<file path="src/rtl/ahb_cmd_master.sv">
// -----------------------------------------------------------------------------
// ahb_cmd_master
//
// AHB-lite master that turns a local valid/ready command stream into pipelined
// single NONSEQ transfers and returns read data on a buffered valid/ready
// response port.
//
// Data flow:
//   cmd port -> command FIFO -> address stage -> data stage -> response FIFO
//
// The address phase of transfer N overlaps the data phase of transfer N-1.
// Reads are only launched while a slot is guaranteed free in the response
// FIFO, so read data is never dropped. When no slot is free the master drives
// IDLE until the consumer drains responses.
//
// Ports:
//   hclk, hreset              bus clock (rising edge); async active-high reset
//   cmd_valid / cmd_ready     command handshake (cmd_ready is a flop)
//   cmd_write, cmd_addr,      command payload; cmd_wdata is ignored for reads
//   cmd_wdata
//   rsp_valid / rsp_ready     response handshake
//   rsp_rdata                 read data, in command order
//   htrans, hwrite, haddr     address phase outputs (IDLE / NONSEQ only)
//   hwdata                    write data of the current data phase
//   hready, hrdata            slave ready and read data
// -----------------------------------------------------------------------------
module ahb_cmd_master #(
  parameter int ADDR_W    = 8,
  parameter int DATA_W    = 32,
  parameter int CMD_DEPTH = 4,
  parameter int RSP_DEPTH = 4
) (
  input  logic              hclk,
  input  logic              hreset,
  // command port
  input  logic              cmd_valid,
  output logic              cmd_ready,
  input  logic              cmd_write,
  input  logic [ADDR_W-1:0] cmd_addr,
  input  logic [DATA_W-1:0] cmd_wdata,
  // response port
  output logic              rsp_valid,
  input  logic              rsp_ready,
  output logic [DATA_W-1:0] rsp_rdata,
  // AHB-lite master interface
  output logic [1:0]        htrans,
  output logic              hwrite,
  output logic [ADDR_W-1:0] haddr,
  output logic [DATA_W-1:0] hwdata,
  input  logic              hready,
  input  logic [DATA_W-1:0] hrdata
);

  localparam int CMD_AW = $clog2(CMD_DEPTH);
  localparam int RSP_AW = $clog2(RSP_DEPTH);

  localparam logic [1:0] HTRANS_IDLE   = 2'b00;
  localparam logic [1:0] HTRANS_NONSEQ = 2'b10;

  // Read slots available in total: buffered responses plus reads on the bus.
  localparam logic [RSP_AW+1:0] RSP_CREDITS = (RSP_AW + 2)'(RSP_DEPTH);

  typedef struct packed {
    logic              wr;
    logic [ADDR_W-1:0] addr;
    logic [DATA_W-1:0] wdata;
  } cmd_t;

  // ---------------------------------------------------------------------------
  // State
  // ---------------------------------------------------------------------------
  cmd_t              cmd_mem [CMD_DEPTH];
  logic [DATA_W-1:0] rsp_mem [RSP_DEPTH];

  logic [CMD_AW:0]   cmd_wr_ptr_q, cmd_wr_ptr_d;
  logic [CMD_AW:0]   cmd_rd_ptr_q, cmd_rd_ptr_d;
  logic              cmd_ready_q,  cmd_ready_d;

  logic [RSP_AW:0]   rsp_wr_ptr_q, rsp_wr_ptr_d;
  logic [RSP_AW:0]   rsp_rd_ptr_q, rsp_rd_ptr_d;

  // address stage
  logic              a_vld_q,   a_vld_d;
  logic              a_wr_q,    a_wr_d;
  logic [ADDR_W-1:0] a_addr_q,  a_addr_d;
  logic [DATA_W-1:0] a_wdata_q, a_wdata_d;
  // data stage
  logic              d_vld_q,   d_vld_d;
  logic              d_wr_q,    d_wr_d;
  logic [DATA_W-1:0] d_wdata_q, d_wdata_d;

  // ---------------------------------------------------------------------------
  // Combinational control
  // ---------------------------------------------------------------------------
  cmd_t              cmd_in;
  cmd_t              cmd_head;
  logic              cmd_push;
  logic              cmd_pop;
  logic              cmd_empty;
  logic              cmd_full_next;

  logic              rsp_push;
  logic              rsp_pop;
  logic              rsp_empty;
  logic [RSP_AW:0]   rsp_count;
  logic [RSP_AW+1:0] rd_used;
  logic              rd_credit_ok;
  logic              a_rd;
  logic              d_rd;
  logic              launch;

  assign cmd_in   = '{wr: cmd_write, addr: cmd_addr, wdata: cmd_wdata};
  assign cmd_head = cmd_mem[cmd_rd_ptr_q[CMD_AW-1:0]];

  // cmd_ready_q is low in reset, which also blocks pushes during reset.
  assign cmd_push  = cmd_valid & cmd_ready_q;
  assign cmd_empty = (cmd_wr_ptr_q == cmd_rd_ptr_q);

  assign rsp_empty = (rsp_wr_ptr_q == rsp_rd_ptr_q);
  assign rsp_count = rsp_wr_ptr_q - rsp_rd_ptr_q;
  assign rsp_pop   = ~rsp_empty & rsp_ready;

  // Reads currently occupying the bus pipeline. The data-stage read is still
  // counted on the edge that pushes it, and a same-edge response pop is not
  // credited until the next cycle; both keep the count conservative.
  assign a_rd = a_vld_q & ~a_wr_q;
  assign d_rd = d_vld_q & ~d_wr_q;

  assign rd_used      = {1'b0, rsp_count}
                      + {{(RSP_AW + 1){1'b0}}, a_rd}
                      + {{(RSP_AW + 1){1'b0}}, d_rd};
  assign rd_credit_ok = (rd_used < RSP_CREDITS);

  // Writes need no response slot and may always launch.
  assign launch   = ~cmd_empty & (cmd_head.wr | rd_credit_ok);
  assign cmd_pop  = hready & launch;
  assign rsp_push = hready & d_rd;

  // NOTE: every always_comb output gets a default first so no path leaves it
  // unassigned; an unassigned path would infer a latch.
  always_comb begin
    cmd_wr_ptr_d = cmd_wr_ptr_q + {{CMD_AW{1'b0}}, cmd_push};
    cmd_rd_ptr_d = cmd_rd_ptr_q + {{CMD_AW{1'b0}}, cmd_pop};
    rsp_wr_ptr_d = rsp_wr_ptr_q + {{RSP_AW{1'b0}}, rsp_push};
    rsp_rd_ptr_d = rsp_rd_ptr_q + {{RSP_AW{1'b0}}, rsp_pop};

    // Full when pointers differ only in the wrap bit. Evaluated on the next
    // pointer values so cmd_ready can be a flop with no cmd_valid path.
    cmd_full_next = (cmd_wr_ptr_d[CMD_AW] != cmd_rd_ptr_d[CMD_AW]) &&
                    (cmd_wr_ptr_d[CMD_AW-1:0] == cmd_rd_ptr_d[CMD_AW-1:0]);
    cmd_ready_d   = ~cmd_full_next;
  end

  // Pipeline advance. With hready low every stage register holds.
  always_comb begin
    a_vld_d   = a_vld_q;
    a_wr_d    = a_wr_q;
    a_addr_d  = a_addr_q;
    a_wdata_d = a_wdata_q;
    d_vld_d   = d_vld_q;
    d_wr_d    = d_wr_q;
    d_wdata_d = d_wdata_q;

    if (hready) begin
      d_vld_d   = a_vld_q;
      d_wr_d    = a_vld_q & a_wr_q;
      d_wdata_d = a_wdata_q;

      if (launch) begin
        a_vld_d   = 1'b1;
        a_wr_d    = cmd_head.wr;
        a_addr_d  = cmd_head.addr;
        a_wdata_d = cmd_head.wdata;
      end else begin
        a_vld_d   = 1'b0;
        a_wr_d    = 1'b0;
        a_addr_d  = '0;
        a_wdata_d = '0;
      end
    end
  end

  // ---------------------------------------------------------------------------
  // Registers
  // ---------------------------------------------------------------------------
  // NOTE: sequential state uses non-blocking assignments so every flop samples
  // its _d value from before the edge, independent of statement order.
  always_ff @(posedge hclk or posedge hreset) begin
    if (hreset) begin
      cmd_wr_ptr_q <= '0;
      cmd_rd_ptr_q <= '0;
      cmd_ready_q  <= 1'b0;
      rsp_wr_ptr_q <= '0;
      rsp_rd_ptr_q <= '0;
      a_vld_q      <= 1'b0;
      a_wr_q       <= 1'b0;
      a_addr_q     <= '0;
      a_wdata_q    <= '0;
      d_vld_q      <= 1'b0;
      d_wr_q       <= 1'b0;
      d_wdata_q    <= '0;
    end else begin
      cmd_wr_ptr_q <= cmd_wr_ptr_d;
      cmd_rd_ptr_q <= cmd_rd_ptr_d;
      cmd_ready_q  <= cmd_ready_d;
      rsp_wr_ptr_q <= rsp_wr_ptr_d;
      rsp_rd_ptr_q <= rsp_rd_ptr_d;
      a_vld_q      <= a_vld_d;
      a_wr_q       <= a_wr_d;
      a_addr_q     <= a_addr_d;
      a_wdata_q    <= a_wdata_d;
      d_vld_q      <= d_vld_d;
      d_wr_q       <= d_wr_d;
      d_wdata_q    <= d_wdata_d;
    end
  end

  // NOTE: FIFO storage is not reset; the pointers define which entries are
  // live, and outputs derived from storage are masked while a FIFO is empty.
  always_ff @(posedge hclk) begin
    if (cmd_push) begin
      cmd_mem[cmd_wr_ptr_q[CMD_AW-1:0]] <= cmd_in;
    end
    if (rsp_push) begin
      rsp_mem[rsp_wr_ptr_q[RSP_AW-1:0]] <= hrdata;
    end
  end

  // ---------------------------------------------------------------------------
  // Outputs
  // ---------------------------------------------------------------------------
  assign cmd_ready = cmd_ready_q;
  assign rsp_valid = ~rsp_empty;
  assign rsp_rdata = rsp_empty ? '0 : rsp_mem[rsp_rd_ptr_q[RSP_AW-1:0]];

  assign htrans = a_vld_q ? HTRANS_NONSEQ : HTRANS_IDLE;
  assign hwrite = a_vld_q & a_wr_q;
  assign haddr  = a_vld_q ? a_addr_q : '0;
  assign hwdata = d_wr_q ? d_wdata_q : '0;

endmodule
</file>
<file path="config.mk">
export PLATFORM = sky130hd
export DESIGN_NAME = ahb_cmd_master
export DESIGN_NICKNAME = d
export VERILOG_FILES = /design/src/rtl/ahb_cmd_master.sv
export SDC_FILE = /design/constraint.sdc
export NUM_CORES = 1
export LEC_CHECK = 0
export CAP_MARGIN = 15
export CORE_MARGIN = 5
export CORE_UTILIZATION = 35
export CTS_BUF_LIST = sky130_fd_sc_hd__clkbuf_8 sky130_fd_sc_hd__clkbuf_16
export DETAILED_ROUTE_END_ITERATION = 16
export HOLD_SLACK_MARGIN = 0.12
export PLACE_DENSITY = 0.59
export SLEW_MARGIN = 20
export SYNTH_ARGS = -nofsm -noshare
export SYNTH_HDL_FRONTEND = slang
export SYNTH_SLANG_ARGS = --single-unit
export TNS_END_PERCENT = 5
</file>
<file path="constraint.sdc">
create_clock -name hclk -period 9.76 [get_ports hclk]
set_input_delay 1.952 -clock hclk [delete_from_list [all_inputs] [get_ports hclk]]
set_output_delay 1.952 -clock hclk [all_outputs]
set_load 0.005 [all_outputs]
</file>
==> flow_summary_export.csv, run 1 <==
group,metric,value,unit
run_status,status,"finished clean",
place,gp_congestion,0.6794,
grt,antenna_found_initial,2,
place,placed_cells_incl_taps,1411,
drt,drt_iter0_drc,393,
critical_path,cp-startpoint,"rsp_rd_ptr_q[0]",
sta,period_share,0.4921,
sta,setup_total_negative_slack,0,ps
finish,drive_above_1_share,0.2116,
pwr,p_per_cell_area,303.3,nW/um^2
sta,maxSlewHeadroom,0.2951,
critical_path,worst_setup_path_start_kind,"register",
drt,drtAntennaViolNets,0,
clock_tree,cts_sinks,381,
grt,grt.total_usage,0.1340,
clock_tree,numCtsBuffers,41,
flow_run,drv_cap,0,
clock_tree,cts_root_buffer,"sky130_fd_sc_hd__clkbuf_16",
synthesis,synth.lib_cells_used.distinct,30,
worst_hold_path,min-delay-path-class,"reg -> reg",
floorplan,floorplan.io_pins,155,
floorplan,start_util,0.3519,
floorplan,fp.dieArea,46080,um^2
finish,layout.cells.non_filler,1485,
grt,global_route.usage.met2,0.2175,
finish,area_taken_by_multi_input_logic_gates,3451,um^2
drt,wl_per_cell,20.82,um
drt,post-route-drc-count,0,
synthesis,asyncSetResetFlopFracSynth,0.2336,
sta,final_period_minus_worst_setup_slack,4803,ps
sta,slew_viol_final,0,
synthesis,post-synth-top-area-fraction,0.5981,
clock_tree,post-cts-setup-buffer-count,0,
synthesis,ys_warn_count,0,
sta,final-setup-viol-count,0,
floorplan,dieHeight,214.7,um
drt,dr.pass1.iters,4,
synthesis,synth.yosys.seq_area_share,0.7500,
synthesis,syn-num-nets,835,
floorplan,fp.coreArea,41670,um^2
critical_path,worst-endpoint-required,7810,ps
drt,via_count,7267,
critical_path,r2r.worst_path.cells,9,
sta,hold_viol,0,
grt,vias_in_the_first_global_route,7983,
floorplan,die-width,214.7,um
finish,regArea,11000,um^2
critical_path,worst_path_max_fanout,23,
clock_tree,cts_resized,0,
place,io_buffers,153,
sta,fmaxAchievable,208.2,MHz
finish,fill_cells,3696,
drt,drt_wl_total,30920,um
synthesis,synth_top_cells_by_area,"sky130_fd_sc_hd__edfxtp_1 60%, sky130_fd_sc_hd__dfrtp_1 15%, sky130_fd_sc_hd__mux4_2 11%, sky130_fd_sc_hd__mux2_2 2.6%, sky130_fd_sc_hd__o2bb2ai_1 2.4%",
clock_tree,cts_tree,"done",
clock_tree,number_of_buffers_between_clock_root_and_the_deepest_sink,3,
grt,grt_max_degree,46,
clock_tree,h-tree-depth,2,
clock_tree,cts.clk_slew.worst_paths,60,ps
finish,area_delta_synth_final,23.77,%
grt,global_route_wire_length_before_repair,48100,um
synthesis,yosys_register_bits,381,
finish,final_net_count,1005,
grt,groute.layer.met3.usage,0.03657,
clock_tree,worst_skew_pair.late_latency,560,ps
synthesis,netlist_area,14660,um^2
pwr,peakVddDrop,0.0002037,V
grt,busiest_layer,"met2",
grt,grt-ovfl-total,0,
critical_path,setup.worst_path.end_class,"primary output",
grt,globalRouteMet1Util,0.1794,
worst_hold_path,whs_path_depth,1,
drt,route.detailed.vias_per_inst,4.894,
pwr,power_leakage,6.348,nW
sta,tightestPinTransition,1055,ps
synthesis,synth_top_cell_by_area,"sky130_fd_sc_hd__edfxtp_1",
worst_hold_path,hold_path_startpoint,"a_wdata_q[3]",
critical_path,worstSetupPathType,"reg -> out",
synthesis,synth_area_per_cell,19.68,um^2
critical_path,worstReg2RegStart,"cmd_rd_ptr_q[1]",
synthesis,postSynth.topFlopCell,"sky130_fd_sc_hd__edfxtp_1",
clock_tree,cts-hold-fix-buffers,0,
place,detailedPlacementHpwl,18120,um
sta,finClkSkew,24.60,ps
sta,rsz0062_at_grt,"no",
synthesis,post_synthesis_instance_total,745,
synthesis,synth_edf_count,292,
critical_path,cp.arrival,2850,ps
floorplan,core.rowCount,75,
[power breakdown]
group	internal [W]	switching, W
sequential	0.00213	0.000244
combinational	0.000877	0.000764
clock	0.000873	0.000614
[synthesized netlist by cell type (all sizes together) (3+ instances only)]
cell     instances
nor2             3
clkbuf          20
nand2           43
mux4            73
and2            41
dfrtp           89
nor3             3
ha              11
mux2            34
o2bb2ai         41
buf             24
nor2b           34
edfxtp         292
xor2             6
inv             10
xnor2            6
[layout make-up]
class / instances / share of cell area
Clock buffer: 47 / 0.06171
Timing Repair Buffer: 171 / 0.09157
Clock inverter: 26 / 0.01048
Tap cell: 539 / 0.03716
Inverter: 11 / 0.002413
Multi-Input combinational cell: 309 / 0.1902
Sequential cell: 381 / 0.6064
Antenna cell: 1 / 0.0001379
[cells by family (layout without fill, tap and decap cells)]
| kind of cell | Yosys count | after routing | share of synthesized area |
|---|---|---|---|
| adders and majority gates | 12 | 12 | 0.01075 |
| xor gates and xnor gates | 12 | 12 | 0.007168 |
| AOI/OAI and AO/OA | 45 | 45 | 0.02671 |
| other | 1 | 2 | 0.0002558 |
| muxes | 107 | 107 | 0.1382 |
| buffers and inverters | 55 | 255 | 0.01852 |
| and+or+nand+nor | 132 | 132 | 0.04839 |
| DFF | 381 | 381 | 0.7500 |
[through the flow]
step                instance area (um^2)  power, W  hold WS (ps)  worst slack [ps]  utilization
floorplan                          14660  0.003380         447.2              4166            -
global placement                   16830  0.004071         464.6              5434       0.4040
detailed placement                 16830  0.004100         466.9              5368       0.4040
CTS                                18140  0.005614         484.0              4849       0.4355
global route                       18140  0.005827         491.5              4736       0.4355
finish                             18150  0.005503         475.9              4957       0.4355
[registers in the layout, summed over array words and instances, names as in the netlist]
| signal | count |
|---|---|
| cmd_mem | 164 |
| rsp_mem | 128 |
| a_wdata_q | 32 |
| d_wdata_q | 32 |
| a_addr_q | 8 |
| cmd_rd_ptr_q | 3 |
| cmd_wr_ptr_q | 3 |
| rsp_rd_ptr_q | 3 |
| rsp_wr_ptr_q | 3 |
| a_vld_q | 1 |
| a_wr_q | 1 |
| cmd_ready | 1 |
| d_vld_q | 1 |
| d_wr_q | 1 |
[layer usage]
layer  wire length (um)  vias up
met1              13890     3793
met3               1875       53
li1                   -     3234
met4                541        4
met5                 27        -
met2              14590      183
[layout by cell type, fill, tap and decap left out, drive strengths merged]
master	count
edfxtp	292
clkdlybuf4s50	152
dfrtp	89
mux4	73
clkbuf	47
nand2	43
o2bb2ai	41
and2	41
mux2	34
nor2b	34
buf	19
inv	18
clkinv	16
ha	11
xnor2	6
xor2	6
nor3	3
nor2	3
o21ai	2
nor3b	2
nand3	2
bufinv	2
and3	2
diode	1
and3b	1
a21oi	1
a31oi	1
or3	1
fa	1
conb	1
clkinvlp	1
[worst paths after layout]
check	slack (ps)	endpoint
worst max register to register	6570	cmd_ready
worst min-delay path	480	a_wdata_q[3]
worst min register to register	480	a_wdata_q[3]
min in group asynchronous	1830	a_wdata_q[15]
max in group asynchronous	6830	cmd_rd_ptr_q[0]
worst max-delay path	4960	rsp_rdata[14]
[critical path, cell delays in order (launching register included)]
cell and delay (ps):
sky130_fd_sc_hd__dfrtp_2 610, sky130_fd_sc_hd__buf_4 490, sky130_fd_sc_hd__mux4_2 560, sky130_fd_sc_hd__nor2b_1 140, sky130_fd_sc_hd__clkdlybuf4s50_1 500
Power figures use the tool's default switching activity.
==> run 2: changes to the inputs <==
- clock period: 9.76 -> 4.42 ns (I/O delays scaled with it)
==> run 2 against run 1 <==
Effect of this change: wire length decreased by 1.8%; core utilization shrank 0.081 points; cell area is 0.19% lower; largest power group unchanged; power rose by 120%; register-to-register slack worse by 5200 ps.
==> flow_summary_export.csv, run 2 (synthesis gave the netlist of run 1 again) <==
group,metric,value,unit
sta,hold_viol,0,
place,placed_cells_incl_taps,1417,
drt,drt_wl_total,30350,um
sta,final-setup-viol-count,0,
drt,via_count,7184,
floorplan,dieHeight,214.7,um
grt,vias_in_the_first_global_route,7940,
pwr,pwr-share-seq,0.426,
clock_tree,cts_tree,"done",
critical_path,setup.worst_path.end_class,"primary output",
clock_tree,worst_skew_pair.late_latency,530,ps
clock_tree,post-cts-setup-buffer-count,0,
run_status,status,"finished clean",
sta,finClkSkew,12.59,ps
finish,final_area,18110,um^2
clock_tree,cts-hold-fix-buffers,0,
sta,rsz0062_at_grt,"no",
pwr,internal_power,0.008437,W
finish,commonest_non_fill_non_tap_cell_in_the_layout,"sky130_fd_sc_hd__edfxtp_1",
critical_path,worst-endpoint-required,3540,ps
pwr,peakVddDrop,0.0005073,V
worst_hold_path,min-delay-path-class,"reg -> reg",
clock_tree,cts.clk_slew.worst_paths,60,ps
floorplan,fp.coreArea,41670,um^2
pwr,switching_share_of_total_power,0.2952,
clock_tree,numCtsBuffers,41,
drt,post-route-drc-count,0,
place,detailedPlacementHpwl,17690,um
finish,drive_above_1_share,0.2164,
grt,antenna_found_initial,4,
floorplan,floorplan.io_pins,155,
drt,drt_iter0_drc,456,
flow_run,drv_cap,0,
floorplan,core.rowCount,75,
place,postPlaceCellArea,16880,um^2
pwr,power_leakage,6.355,nW
clock_tree,h-tree-depth,2,
grt,grt_max_degree,77,
floorplan,start_util,0.3519,
grt,global_route_wire_length_before_repair,48090,um
clock_tree,cts_root_buffer,"sky130_fd_sc_hd__clkbuf_16",
finish,final_net_count,1011,
drt,wl_per_cell,20.34,um
pwr,p_clk_frac,0.260,
pwr,p_sw,0.003534,W
place,io_buffers,153,
grt,grt.total_usage,0.1331,
finish,layout.cells.non_filler,1492,
finish,layout_common_cells,"292 x sky130_fd_sc_hd__edfxtp_1, 152 x sky130_fd_sc_hd__clkdlybuf4s50_1, 86 x sky130_fd_sc_hd__dfrtp_1",
sta,maxSlewHeadroom,0.4831,
grt,grt-ovfl-total,0,
sta,period_share,0.8503,
clock_tree,cts_resized,0,
floorplan,die-width,214.7,um
finish,largest_reg_flops,164,
sta,final_period_minus_worst_setup_slack,3758,ps
floorplan,fp.dieArea,46080,um^2
drt,drtAntennaViolNets,0,
critical_path,cp.arrival,2870,ps
pwr,p_per_cell_area,660.9,nW/um^2
pwr,p_comb_frac,0.313,
sta,fmaxAchievable,266.1,MHz
clock_tree,number_of_buffers_between_clock_root_and_the_deepest_sink,3,
sta,slew_viol_final,0,
sta,tightestPinTransition,775.4,ps
critical_path,worst_path_max_fanout,16,
critical_path,worstSetupPathType,"reg -> out",
critical_path,worst_setup_path_start_kind,"register",
place,gp_congestion,0.6904,
drt,dr.pass1.iters,4,
drt,route.detailed.vias_per_inst,4.815,
clock_tree,cts_sinks,381,
finish,area_delta_synth_final,23.54,%
-- run 2: worst paths after layout --
path / start / endpoint / slack (ps) / cells after the start
worst max-delay path: rsp_wr_ptr_q[0] / rsp_rdata[19] / 660 / 6
worst min-delay path: a_addr_q[6] / a_addr_q[6] / 480 / 1
worst max register to register: rsp_wr_ptr_q[0] / cmd_ready / 1380 / 13
worst min register to register: a_addr_q[6] / a_addr_q[6] / 480 / 1
max in group asynchronous: hreset / d_wdata_q[3] / 2820 / 3
min in group asynchronous: hreset / a_wdata_q[15] / 850 / 2
-- run 2: area by class of cell --
class | instances | area [um^2]
diodes | 1 | 2.502
inverters | 11 | 46.29
well taps | 539 | 674.4
clock inverters | 30 | 140.1
flip-flops and latches | 381 | 11000
repair buffers | 177 | 1707
fillers | 3724 | 23550
multi-input cells | 309 | 3451
clock buffers | 44 | 1090
-- run 2: layer usage --
layer,GRT usage,up-vias,share of wire
met3,0.03445,46,0.063
met1,0.1811,3683,0.45
met4,0.03114,6,0.018
met2,0.2169,193,0.47
met5,0,-,0.0011
li1,-,3256,-
-- run 2: critical path, cell delays in order (launching register included) --
cell and delay, ps:
sky130_fd_sc_hd__dfrtp_1 430, sky130_fd_sc_hd__inv_1 130, sky130_fd_sc_hd__ha_1 310, sky130_fd_sc_hd__and3_1 660
sky130_fd_sc_hd__buf_4 300, sky130_fd_sc_hd__nor2b_1 60, sky130_fd_sc_hd__clkdlybuf4s50_1 450
-- run 2: through the flow --
| step | utilization | total power (W) | hold WS, ps | setup WS, ps | setup TNS, ps |
|---|---|---|---|---|---|
| detailed placement | 0.4051 | 0.009037 | 465.6 | 1112 | 0 |
| global placement | 0.4051 | 0.008996 | 463.5 | 1170 | 0 |
| global route | 0.4347 | 0.01272 | 496.1 | 399.4 | 0 |
| CTS | 0.4346 | 0.01221 | 484.0 | 530.1 | 0 |
| finish | 0.4347 | 0.01197 | 480.8 | 661.7 | 0 |
| floorplan | - | 0.007463 | 447.2 | -105.9 | -8021 |
-- run 2: power by group through the flow --
stage | Clock [W] | Combinational, W | Sequential (W)
after global routing | 0.00337 | 0.00415 | 0.00521
final | 0.00312 | 0.00375 | 0.00510
after global placement | 0 | 0.00383 | 0.00517
after floorplan | 0 | 0.00247 | 0.00499
after CTS | 0.00321 | 0.00387 | 0.00513
after detailed placement | 0 | 0.00384 | 0.00519
